### config.mk
export PLATFORM = sky130hd
export DESIGN_NAME = priority_decoder_2to4
export DESIGN_NICKNAME = d
export VERILOG_FILES = /design/src/rtl/priority_decoder_2to4.sv
export SDC_FILE = /design/constraint.sdc
export NUM_CORES = 1
export LEC_CHECK = 0
export BUFFER_PORTS_ARGS = -buffer_cell sky130_fd_sc_hd__buf_2
export CORE_MARGIN = 2
export CORE_UTILIZATION = 48
export CTS_BUF_LIST = sky130_fd_sc_hd__clkbuf_16
export DETAILED_ROUTE_END_ITERATION = 8
export GPL_TIMING_DRIVEN = 0
export PLACE_DENSITY = 0.67
export SYNTH_ARGS = -nofsm -noshare
export SYNTH_HDL_FRONTEND = slang
export SYNTH_SLANG_ARGS = --single-unit
### constraint.sdc
create_clock -name clk -period 5.1 [get_ports clk]
set_input_delay 1.53 -clock clk [delete_from_list [all_inputs] [get_ports clk]]
set_output_delay 1.53 -clock clk [all_outputs]
set_load 0.02 [all_outputs]
### src/rtl/priority_decoder_2to4.sv
// priority_decoder_2to4: FIFO-buffered registered 2-to-4 decoder for {any, code} entries
// with per-line saturating delivery counters.
module priority_decoder_2to4 #(
    parameter int FIFO_DEPTH = 2,
    parameter int CNT_W      = 8
) (
    input  logic             clk,
    input  logic             rst_n,
    input  logic             in_valid,
    output logic             in_ready,
    input  logic [1:0]       in_code,
    input  logic             in_any,
    output logic             out_valid,
    input  logic             out_ready,
    output logic [3:0]       out_onehot,
    input  logic             cnt_clr,
    input  logic [1:0]       cnt_sel,
    output logic [CNT_W-1:0] cnt_val
);
    localparam int AW = $clog2(FIFO_DEPTH);
    localparam int CW = AW + 1;
    logic [2:0]       mem [FIFO_DEPTH];
    logic [AW-1:0]    wr_ptr, rd_ptr;
    logic [CW-1:0]    count;
    logic [CNT_W-1:0] cnt [4];
    logic             full, empty, push, pop, head_any;
    logic [1:0]       head_code;
    always_comb begin
        full       = count == CW'(FIFO_DEPTH);
        empty      = count == '0;
        in_ready   = !full;
        out_valid  = !empty;
        push       = in_valid && in_ready;
        pop        = out_valid && out_ready;
        head_any   = mem[rd_ptr][2];
        head_code  = mem[rd_ptr][1:0];
        out_onehot = (!empty && head_any) ? 4'(1) << head_code : 4'b0000;
        cnt_val    = cnt[cnt_sel];
    end
    // Storage needs no reset: occupancy alone decides what is visible.
    always_ff @(posedge clk) begin
        if (push) mem[wr_ptr] <= {in_any, in_code};
    end
    always_ff @(posedge clk or negedge rst_n) begin
        if (!rst_n) begin
            wr_ptr <= '0;
            rd_ptr <= '0;
            count  <= '0;
        end else begin
            if (push) wr_ptr <= wr_ptr + AW'(1);
            if (pop) rd_ptr <= rd_ptr + AW'(1);
            if (push && !pop) count <= count + CW'(1);
            else if (pop && !push) count <= count - CW'(1);
        end
    end
    always_ff @(posedge clk or negedge rst_n) begin
        if (!rst_n) begin
            for (int i = 0; i < 4; i++) cnt[i] <= '0;
        end else if (cnt_clr) begin
            for (int i = 0; i < 4; i++) cnt[i] <= '0;
        end else if (pop && head_any && cnt[head_code] != {CNT_W{1'b1}}) begin
            cnt[head_code] <= cnt[head_code] + CNT_W'(1);
        end
    end
endmodule

==> impl_metrics.csv, run 1 <==
group,metric,value,unit
status,status,"finished clean",
global_routing,antenna_found_initial,0,
synth,synth_edf_count,6,
finish,area_growth,13.2,%
clock_network,holdBufCountCts,0,
timing,rsz0062_at_grt,"false",
synth,yosysSeqAreaShare,0.433,
synth,synthTopCellsByCount,"dfrtp_1 (36), a21oi_1 (32), nor3_1 (24), a211oi_1 (20), mux4_2 (16)",
floorplanning,rows,26,
synth,ys_types,32,
synth,synth_top_area_frac,0.361,
pwr,p_leak,1.15,nW
detailed_routing,wl_met1,2800,um
worst_setup_path,cp_data_arrival_time,2860,ps
worst_setup_path,cp_slowest_cell,"mux4_2",
floorplanning,die_h,76.1,um
worst_setup_path,critical_path_class,"input pin to output port",
worst_setup_path,r2r-end,"cnt[15]",
pwr,power_frac_seq,0.364,
worst_setup_path,r2r_start,"rd_ptr",
placement,gp_congestion,0.856,
global_routing,grt_pass1_vias,2036,
finish,drive_gt1_frac,0.246,
synth,yosys_warnings,0,
global_routing,grt_max_degree,37,
worst_setup_path,path_depth,3,
global_routing,grt_pass1_wl,11000,um
detailed_routing,top_layer_used,"met4",
detailed_routing,drt_iter0_markers,251,
detailed_routing,wl_met2,3220,um
synth,avgSynthCellArea,11.0,um^2
clock_network,clock_latency,280,ps
worst_setup_path,cp.required,3570,ps
detailed_routing,dr.pass1.iters,5,
floorplanning,fp.coreArea,5070,um^2
synth,ys_top_cells_by_area,"dfrtp_1 (36%), mux4_2 (14%), edfxtp_1 (7.2%), a21oi_1 (6.4%), a211oi_1 (6.0%)",
detailed_routing,wl_met3,451,um
clock_network,h-tree-depth,2,
timing,fmax,228,MHz
clock_network,cts_resized,0,
placement,dp.cells,318,
worst_setup_path,critical_path.max_fanout,8,
clock_network,clk_root_buffer_cell,"clkbuf_16",
pwr,switching_share,0.375,
worst_setup_path,slowest_delay,600,ps
clock_network,clk_pin_slew,60,ps
pwr,clkPwrFrac,0.239,
clock_network,numCtsBuffers,5,
worst_setup_path,critPathLaunchType,"input pin",
floorplanning,die_area,5790,um^2
timing,finalCritPeriodShare,0.860,
synth,syn-instance-count,227,
detailed_routing,drc,0,
clock_network,postCtsSetupBuffers,0,
synth,async_flop_share,0.857,
synth,yosysTopAreaCell,"dfrtp_1",
finish,nets,267,
floorplanning,die_w,76.1,um
synth,yosysMostFrequentCell,"dfrtp_1",
pwr,combPwrFrac,0.397,
worst_setup_path,ff2ff_path_depth,11,
timing,tns,0,ps
synth,netlist_area,2490,um^2
clock_network,cts_tree,"yes",
placement,io_buffers,21,
worst_setup_path,cp-endpoint,"cnt_val[7]",
job,maxCapViolations,0,
finish,n_antenna_cell,0,
timing,maxSlewHeadroom,0.155,
pwr,irDropWorstVdd,0.277,mV
timing,hold_viol,0,
placement,dp_hpwl,4520,um
worst_setup_path,crit_buf_inv,2,
global_routing,grt_usage,0.248,
worst_setup_path,ff2ff_setup_slack,1880,ps
worst_setup_path,crit_family,"buffers and inverters",
worst_setup_path,crit_path_start,"cnt_sel[0]",
pwr,cell_internal_pwr,785,uW
pwr,total_power,1.26,mW
floorplanning,start_util,0.492,
finish,stdcell_count,326,
global_routing,grt-ovfl-total,0,
detailed_routing,drtAntennaViolNets,0,
timing,skew,4.52,ps
worst_setup_path,worstSetupEndpointType,"output port",
timing,final-max-slew-violation-count,0,
synth,synth.ff_latch_count,42,
clock_network,clockBufferDepth,2,
floorplanning,io_pins,24,
synth,synth_fp_nets,239,
worst_hold_path,hold_path.class,"flop to flop",
worst_setup_path,path_cells,"clkbuf_1, mux4_2, buf_2",
detailed_routing,routedWlPerCell,20.4,um
pwr,p_sw,471,uW
detailed_routing,viasPerCell,6.43,
detailed_routing,routed_wl,6650,um
detailed_routing,vias,2095,
pwr,power.density,445,nW/um^2
timing,setup_viol,0,
timing,worst_pin_slew,1260,ps
synth,synth_flop_cell,"dfrtp_1",
clock_network,cts.sinks,42,
timing,period_needed,4390,ps
-- sequential cells by signal, summed over array words and instances (netlist names) --
name,count
cnt,32
wr_ptr,1
mem,6
count,2
rd_ptr,1
-- through the flow --
stage / hold slack (ps) / utilization / area (um^2) / worst slack, ps
final: 488 / 0.556 / 2820 / 715
after floorplan: 457 / - / 2490 / 985
after global routing: 514 / 0.556 / 2820 / 609
after global placement: 476 / 0.530 / 2690 / 701
after CTS: 492 / 0.556 / 2820 / 694
after detailed placement: 480 / 0.530 / 2690 / 696
-- cell families after synthesis --
kind of cell,share of synthesized area
and+or+nand+nor,0.144
buffers and inverters,0.0406
muxes,0.195
adders and majority gates,0.0100
xor gates and xnor gates,0.0386
DFF,0.433
AOI/OAI and AO/OA,0.138
-- power by group through the flow --
stage          clock network [mW]  registers, mW  logic [mW]
6_report                    0.300          0.457       0.499
5_1_grt                     0.320          0.466       0.540
4_1_cts                     0.303          0.456       0.500
3_5_place_dp                    0          0.462       0.496
3_3_place_gp                    0          0.458       0.491
2_1_floorplan                   0          0.446       0.383
-- how the worst min path moves through the flow --
stage	from	endpoint	cells after the start
2_1_floorplan	count[1]	count[1]	1
3_3_place_gp	wr_ptr	wr_ptr	1
3_5_place_dp	wr_ptr	wr_ptr	1
4_1_cts	wr_ptr	wr_ptr	1
5_1_grt	count[1]	count[1]	1
6_report	count[1]	count[1]	1
-- layout make-up --
type	instances	area [um^2]
fill	480	2250
sequential	42	1080
clock inverter	3	11.3
timing repair buffer	21	105
tap	70	87.6
inverter	6	22.5
clock buffer	5	125
buffer	14	78.8
multi-input combinational	165	1310
-- placed cells by master (no fill, tap or decap), drive strengths merged, types with 8 or more instances in the layout --
cell type,n
xor2,8
nand2,12
mux4,16
nor3,24
clkbuf,11
a211oi,20
nand3,14
buf,29
a21oi,32
inv,9
dfrtp,36
-- layer usage --
layer | GRT usage | vias to the layer above
li1 | - | 927
met1 | 0.346 | 1046
met2 | 0.379 | 104
met5 | 0 | -
met4 | 0.105 | 0
met3 | 0.0521 | 18
Power figures use the tool's default switching activity.
==> run 2, diff against run 1 <==
CORE_UTILIZATION = 50   (was 48)
PLACE_DENSITY = 0.69   (was 0.67)
==> impl_metrics.csv, run 2 (same netlist as run 1, synthesis figures left out) <==
group,metric,value,unit
pwr,power_frac_seq,0.362,
pwr,power.density,448,nW/um^2
worst_setup_path,crit_family,"buffers and inverters",
worst_hold_path,min_delay_worst_endpoint,"wr_ptr",
clock_network,numCtsBuffers,5,
clock_network,cts_tree,"yes",
worst_setup_path,path_cells,"clkbuf_1, mux4_2, buf_2",
clock_network,h-tree-depth,2,
floorplanning,die_w,74.6,um
finish,largest_register,"cnt",
global_routing,use_met1,0.364,
global_routing,grt-ovfl-total,0,
worst_setup_path,critical_path_class,"input pin to output port",
finish,multi_input_area,1310,um^2
worst_setup_path,crit_buf_inv,2,
timing,setup_viol,0,
finish,final_cell_mix,"dfrtp_1 (36), a21oi_1 (32), buf_2 (24), nor3_1 (24), a211oi_1 (20)",
finish,largestRegisters,"cnt: 32 flops, mem: 6 flops, count: 2 flops",
clock_network,postCtsSetupBuffers,0,
worst_setup_path,ff2ff_path_depth,11,
clock_network,clock_latency,280,ps
pwr,p_leak,1.14,nW
placement,dp_hpwl,4490,um
finish,stdcell_count,323,
detailed_routing,drtAntennaViolNets,0,
finish,area_growth,13.1,%
finish,drive_gt1_frac,0.250,
floorplanning,start_util,0.525,
pwr,combPwrFrac,0.399,
finish,final_common_cell,"dfrtp_1",
detailed_routing,vias,2014,
floorplanning,die_area,5570,um^2
timing,tns,0,ps
detailed_routing,routedWlPerCell,20.2,um
worst_setup_path,critPathLaunchType,"input pin",
clock_network,clk_root_buffer_cell,"clkbuf_16",
timing,setup_ws,737,ps
clock_network,cts_resized,0,
floorplanning,die_h,74.6,um
clock_network,clockBufferDepth,2,
worst_setup_path,cp_slowest_cell,"mux4_2",
floorplanning,fp.coreArea,4750,um^2
timing,skew,4.46,ps
clock_network,cts.sinks,42,
worst_setup_path,cp_data_arrival_time,2830,ps
placement,pre_cts_ws,700,ps
clock_network,clk_pin_slew,60,ps
detailed_routing,drt_iter0_markers,235,
global_routing,busiest_layer,"met2",
timing,maxSlewHeadroom,0.146,
timing,rsz0062_at_grt,"false",
worst_hold_path,hold_path.class,"flop to flop",
placement,dp.cells,315,
worst_setup_path,r2r-end,"cnt[28]",
placement,io_buffers,21,
worst_setup_path,ff2ff_setup_slack,1860,ps
timing,holdWs,493,ps
global_routing,grt_pass1_vias,2031,
global_routing,grt.met3_usage,0.0602,
pwr,clkPwrFrac,0.239,
timing,finalCritPeriodShare,0.855,
status,status,"finished clean",
finish,largest_reg_flops,32,
finish,nFillCells,440,
worst_setup_path,r2r_start,"rd_ptr",
global_routing,grt_pass1_wl,10800,um
detailed_routing,drc,0,
timing,worst_pin_slew,1270,ps
worst_setup_path,worstSetupEndpointType,"output port",
worst_setup_path,slowest_delay,600,ps
timing,fmax,229,MHz
worst_setup_path,critical_path.max_fanout,8,
detailed_routing,viasPerCell,6.24,
detailed_routing,dr.pass1.iters,4,
global_routing,grt_usage,0.267,
finish,nets,267,
pwr,cell_internal_pwr,786,uW
worst_hold_path,min_from,"wr_ptr",
worst_setup_path,cp.required,3570,ps
placement,gp_congestion,0.913,
worst_hold_path,hold_depth,1,
global_routing,antenna_found_initial,0,
detailed_routing,routed_wl,6540,um
pwr,switching_share,0.377,
job,maxCapViolations,0,
timing,hold_viol,0,
global_routing,grt_max_degree,37,
clock_network,holdBufCountCts,0,
finish,utilization,0.593,
pwr,irDropWorstVdd,0.384,mV
floorplanning,io_pins,24,
finish,n_antenna_cell,0,
timing,final-max-slew-violation-count,0,
timing,period_needed,4360,ps
finish,seqCellArea,1080,um^2
floorplanning,rows,25,
pwr,p_sw,477,uW
global_routing,use_met2,0.435,
run 2: worst max path at each step:
stage | start | end | cells past startpoint | slack [ps]
4_1_cts | cnt_sel[0] | cnt_val[4] | 3 | 700
5_1_grt | cnt_sel[0] | cnt_val[4] | 3 | 630
2_1_floorplan | cnt_sel[0] | cnt_val[0] | 2 | 980
6_report | cnt_sel[0] | cnt_val[4] | 3 | 740
3_5_place_dp | cnt_sel[0] | cnt_val[4] | 3 | 700
3_3_place_gp | cnt_sel[0] | cnt_val[4] | 3 | 700
run 2: cell type report:
class | instances | share of cell area
inverters | 6 | 0.00798
flip-flops and latches | 42 | 0.383
well taps | 67 | 0.0297
clock buffers | 5 | 0.0443
repair buffers | 21 | 0.0373
plain buffers | 14 | 0.0279
clock inverters | 3 | 0.00443
multi-input cells | 165 | 0.465
run 2: metrics by stage:
step / area (um^2) / total power [mW]
global route: 2820 / 1.34
detailed placement: 2680 / 0.963
global placement: 2680 / 0.949
finish: 2820 / 1.26
CTS: 2820 / 1.27
floorplan: 2490 / 0.829
run 2: metal layers:
metal,share of wire,vias up
met5,0,-
met4,0.0093,0
met3,0.093,6
met2,0.50,78
met1,0.40,1004
li1,-,926
run 2: worst reg2reg max path, delay by kind of cell, from the launching register on:
| family | cells | cell delay [ps] |
|---|---|---|
| and+or+nand+nor | 1 | 290 |
| AOI/OAI and AO/OA | 3 | 560 |
| DFF | 1 | 380 |
| muxes | 2 | 780 |
| buffers and inverters | 4 | 770 |
| adders and majority gates | 1 | 330 |
run 2: power by group through the flow:
| stage | Combinational [mW] | Sequential, mW | Clock [mW] |
|---|---|---|---|
| 2_1_floorplan | 0.383 | 0.446 | 0 |
| 3_5_place_dp | 0.501 | 0.462 | 0 |
| 3_3_place_gp | 0.491 | 0.458 | 0 |
| 6_report | 0.504 | 0.457 | 0.302 |
| 4_1_cts | 0.502 | 0.457 | 0.308 |
| 5_1_grt | 0.548 | 0.465 | 0.324 |
==> run 3, diff against run 2 <==
PLACE_DENSITY = default   (was 0.69)
PLACE_DENSITY_LB_ADDON = 0.2   (was default)
==> impl_metrics.csv, run 3 (same netlist as run 1, synthesis figures left out) <==
group,metric,value,unit
clock_network,h-tree-depth,2,
global_routing,grt_usage,0.263,
global_routing,grt_pass1_vias,1999,
placement,pre_cts_ws,688,ps
worst_setup_path,crit_family,"buffers and inverters",
worst_setup_path,critical_path_class,"input pin to output port",
floorplanning,io_pins,24,
detailed_routing,dr.pass1.iters,4,
timing,tns,0,ps
floorplanning,rows,25,
floorplanning,start_util,0.525,
clock_network,holdBufCountCts,0,
finish,final_common_cell,"dfrtp_1",
floorplanning,die_w,74.6,um
clock_network,cts.sinks,42,
timing,skew,6.50,ps
timing,worst_pin_slew,1220,ps
detailed_routing,drt_iter0_markers,297,
worst_setup_path,slowest_delay,600,ps
global_routing,grt-ovfl-total,0,
worst_hold_path,min_delay_worst_endpoint,"wr_ptr",
clock_network,postCtsSetupBuffers,0,
finish,nFillCells,414,
detailed_routing,drc,0,
placement,dp_hpwl,4410,um
status,status,"finished clean",
finish,area_growth,13.1,%
finish,largest_reg_flops,32,
detailed_routing,vias,1991,
finish,fin_area,2820,um^2
detailed_routing,routed_wl,6380,um
floorplanning,die_area,5570,um^2
worst_setup_path,worstSetupEndpointType,"output port",
finish,stdcell_count,323,
detailed_routing,viasPerCell,6.16,
placement,gp_congestion,0.936,
worst_setup_path,cp_data_arrival_time,2890,ps
worst_setup_path,crit_buf_inv,2,
finish,largest_register,"cnt",
clock_network,clockBufferDepth,2,
finish,drive_gt1_frac,0.250,
worst_setup_path,path_cells,"clkbuf_1, mux4_2, buf_2",
placement,place_area,2680,um^2
worst_setup_path,ff2ff_setup_slack,1920,ps
worst_hold_path,min_from,"wr_ptr",
clock_network,clk_pin_slew,50,ps
pwr,p_leak,1.14,nW
timing,final-max-slew-violation-count,0,
timing,maxSlewHeadroom,0.183,
pwr,irDropWorstVdd,0.285,mV
floorplanning,die_h,74.6,um
worst_setup_path,cp.required,3570,ps
timing,fmax,226,MHz
worst_setup_path,critical_path.max_fanout,8,
clock_network,numCtsBuffers,5,
detailed_routing,routedWlPerCell,19.8,um
finish,final_cell_mix,"dfrtp_1 (36), a21oi_1 (32), buf_2 (24), nor3_1 (24), a211oi_1 (20)",
timing,period_needed,4420,ps
clock_network,clk_root_buffer_cell,"clkbuf_16",
clock_network,cts_resized,0,
worst_setup_path,r2r_start,"rd_ptr",
placement,io_buffers,21,
timing,setup_viol,0,
finish,largestRegisters,"cnt: 32 flops, mem: 6 flops, count: 2 flops",
worst_setup_path,ff2ff_path_depth,11,
placement,dp.cells,315,
timing,hold_viol,0,
worst_hold_path,hold_path.class,"flop to flop",
detailed_routing,drtAntennaViolNets,0,
floorplanning,fp.coreArea,4750,um^2
finish,n_antenna_cell,0,
global_routing,grt_max_degree,37,
job,maxCapViolations,0,
worst_hold_path,hold_depth,1,
timing,rsz0062_at_grt,"false",
pwr,power.density,446,nW/um^2
clock_network,clock_latency,280,ps
worst_setup_path,r2r-end,"cnt[27]",
global_routing,antenna_found_initial,0,
worst_setup_path,cp_slowest_cell,"mux4_2",
timing,finalCritPeriodShare,0.867,
finish,nets,267,
worst_setup_path,critPathLaunchType,"input pin",
global_routing,grt_pass1_wl,10500,um
timing,setup_ws,677,ps
worst_setup_path,crit_path_start,"cnt_sel[0]",
clock_network,cts_tree,"yes",
## run 3: cell counts in the layout (fill, tap and decap cells not counted)
Identical to the previous run, type by type.
## run 3: how the worst max path moves through the flow
stage | end | slack (ps) | cells after the start
2_1_floorplan | cnt_val[0] | 980 | 2
3_3_place_gp | cnt_val[4] | 700 | 3
3_5_place_dp | cnt_val[4] | 690 | 3
4_1_cts | cnt_val[4] | 670 | 3
5_1_grt | cnt_val[4] | 620 | 3
6_report | cnt_val[4] | 680 | 3
## run 3: through the flow
step	hold slack, ps	total power, mW	utilization
2_1_floorplan	457	0.829	-
3_3_place_gp	474	0.949	0.564
3_5_place_dp	480	0.958	0.564
4_1_cts	492	1.26	0.593
5_1_grt	513	1.33	0.593
6_report	490	1.26	0.593
## run 3: area by class of cell
cell class                      instances  area, um^2  share of cell area
Sequential cell                        42        1080               0.383
Clock inverter                          3        12.5             0.00443
Timing Repair Buffer                   21         105              0.0373
Inverter                                6        22.5             0.00798
Buffer                                 14        78.8              0.0279
Tap cell                               67        83.8              0.0297
Multi-Input combinational cell        165        1310               0.465
Clock buffer                            5         125              0.0443
## run 3: power breakdown
part	switching, mW	total, mW	internal (mW)
registers	0.0498	0.455	0.405
logic	0.295	0.499	0.204
clock network	0.127	0.304	0.177
## run 3: metal layers
layer / vias to the layer above / GRT usage / wire (um)
met2: 83 / 0.427 / 3080
met4: 0 / 0.0714 / 82
met3: 9 / 0.0442 / 528
li1: 928 / - / -
met1: 971 / 0.369 / 2690
met5: - / 0 / 0
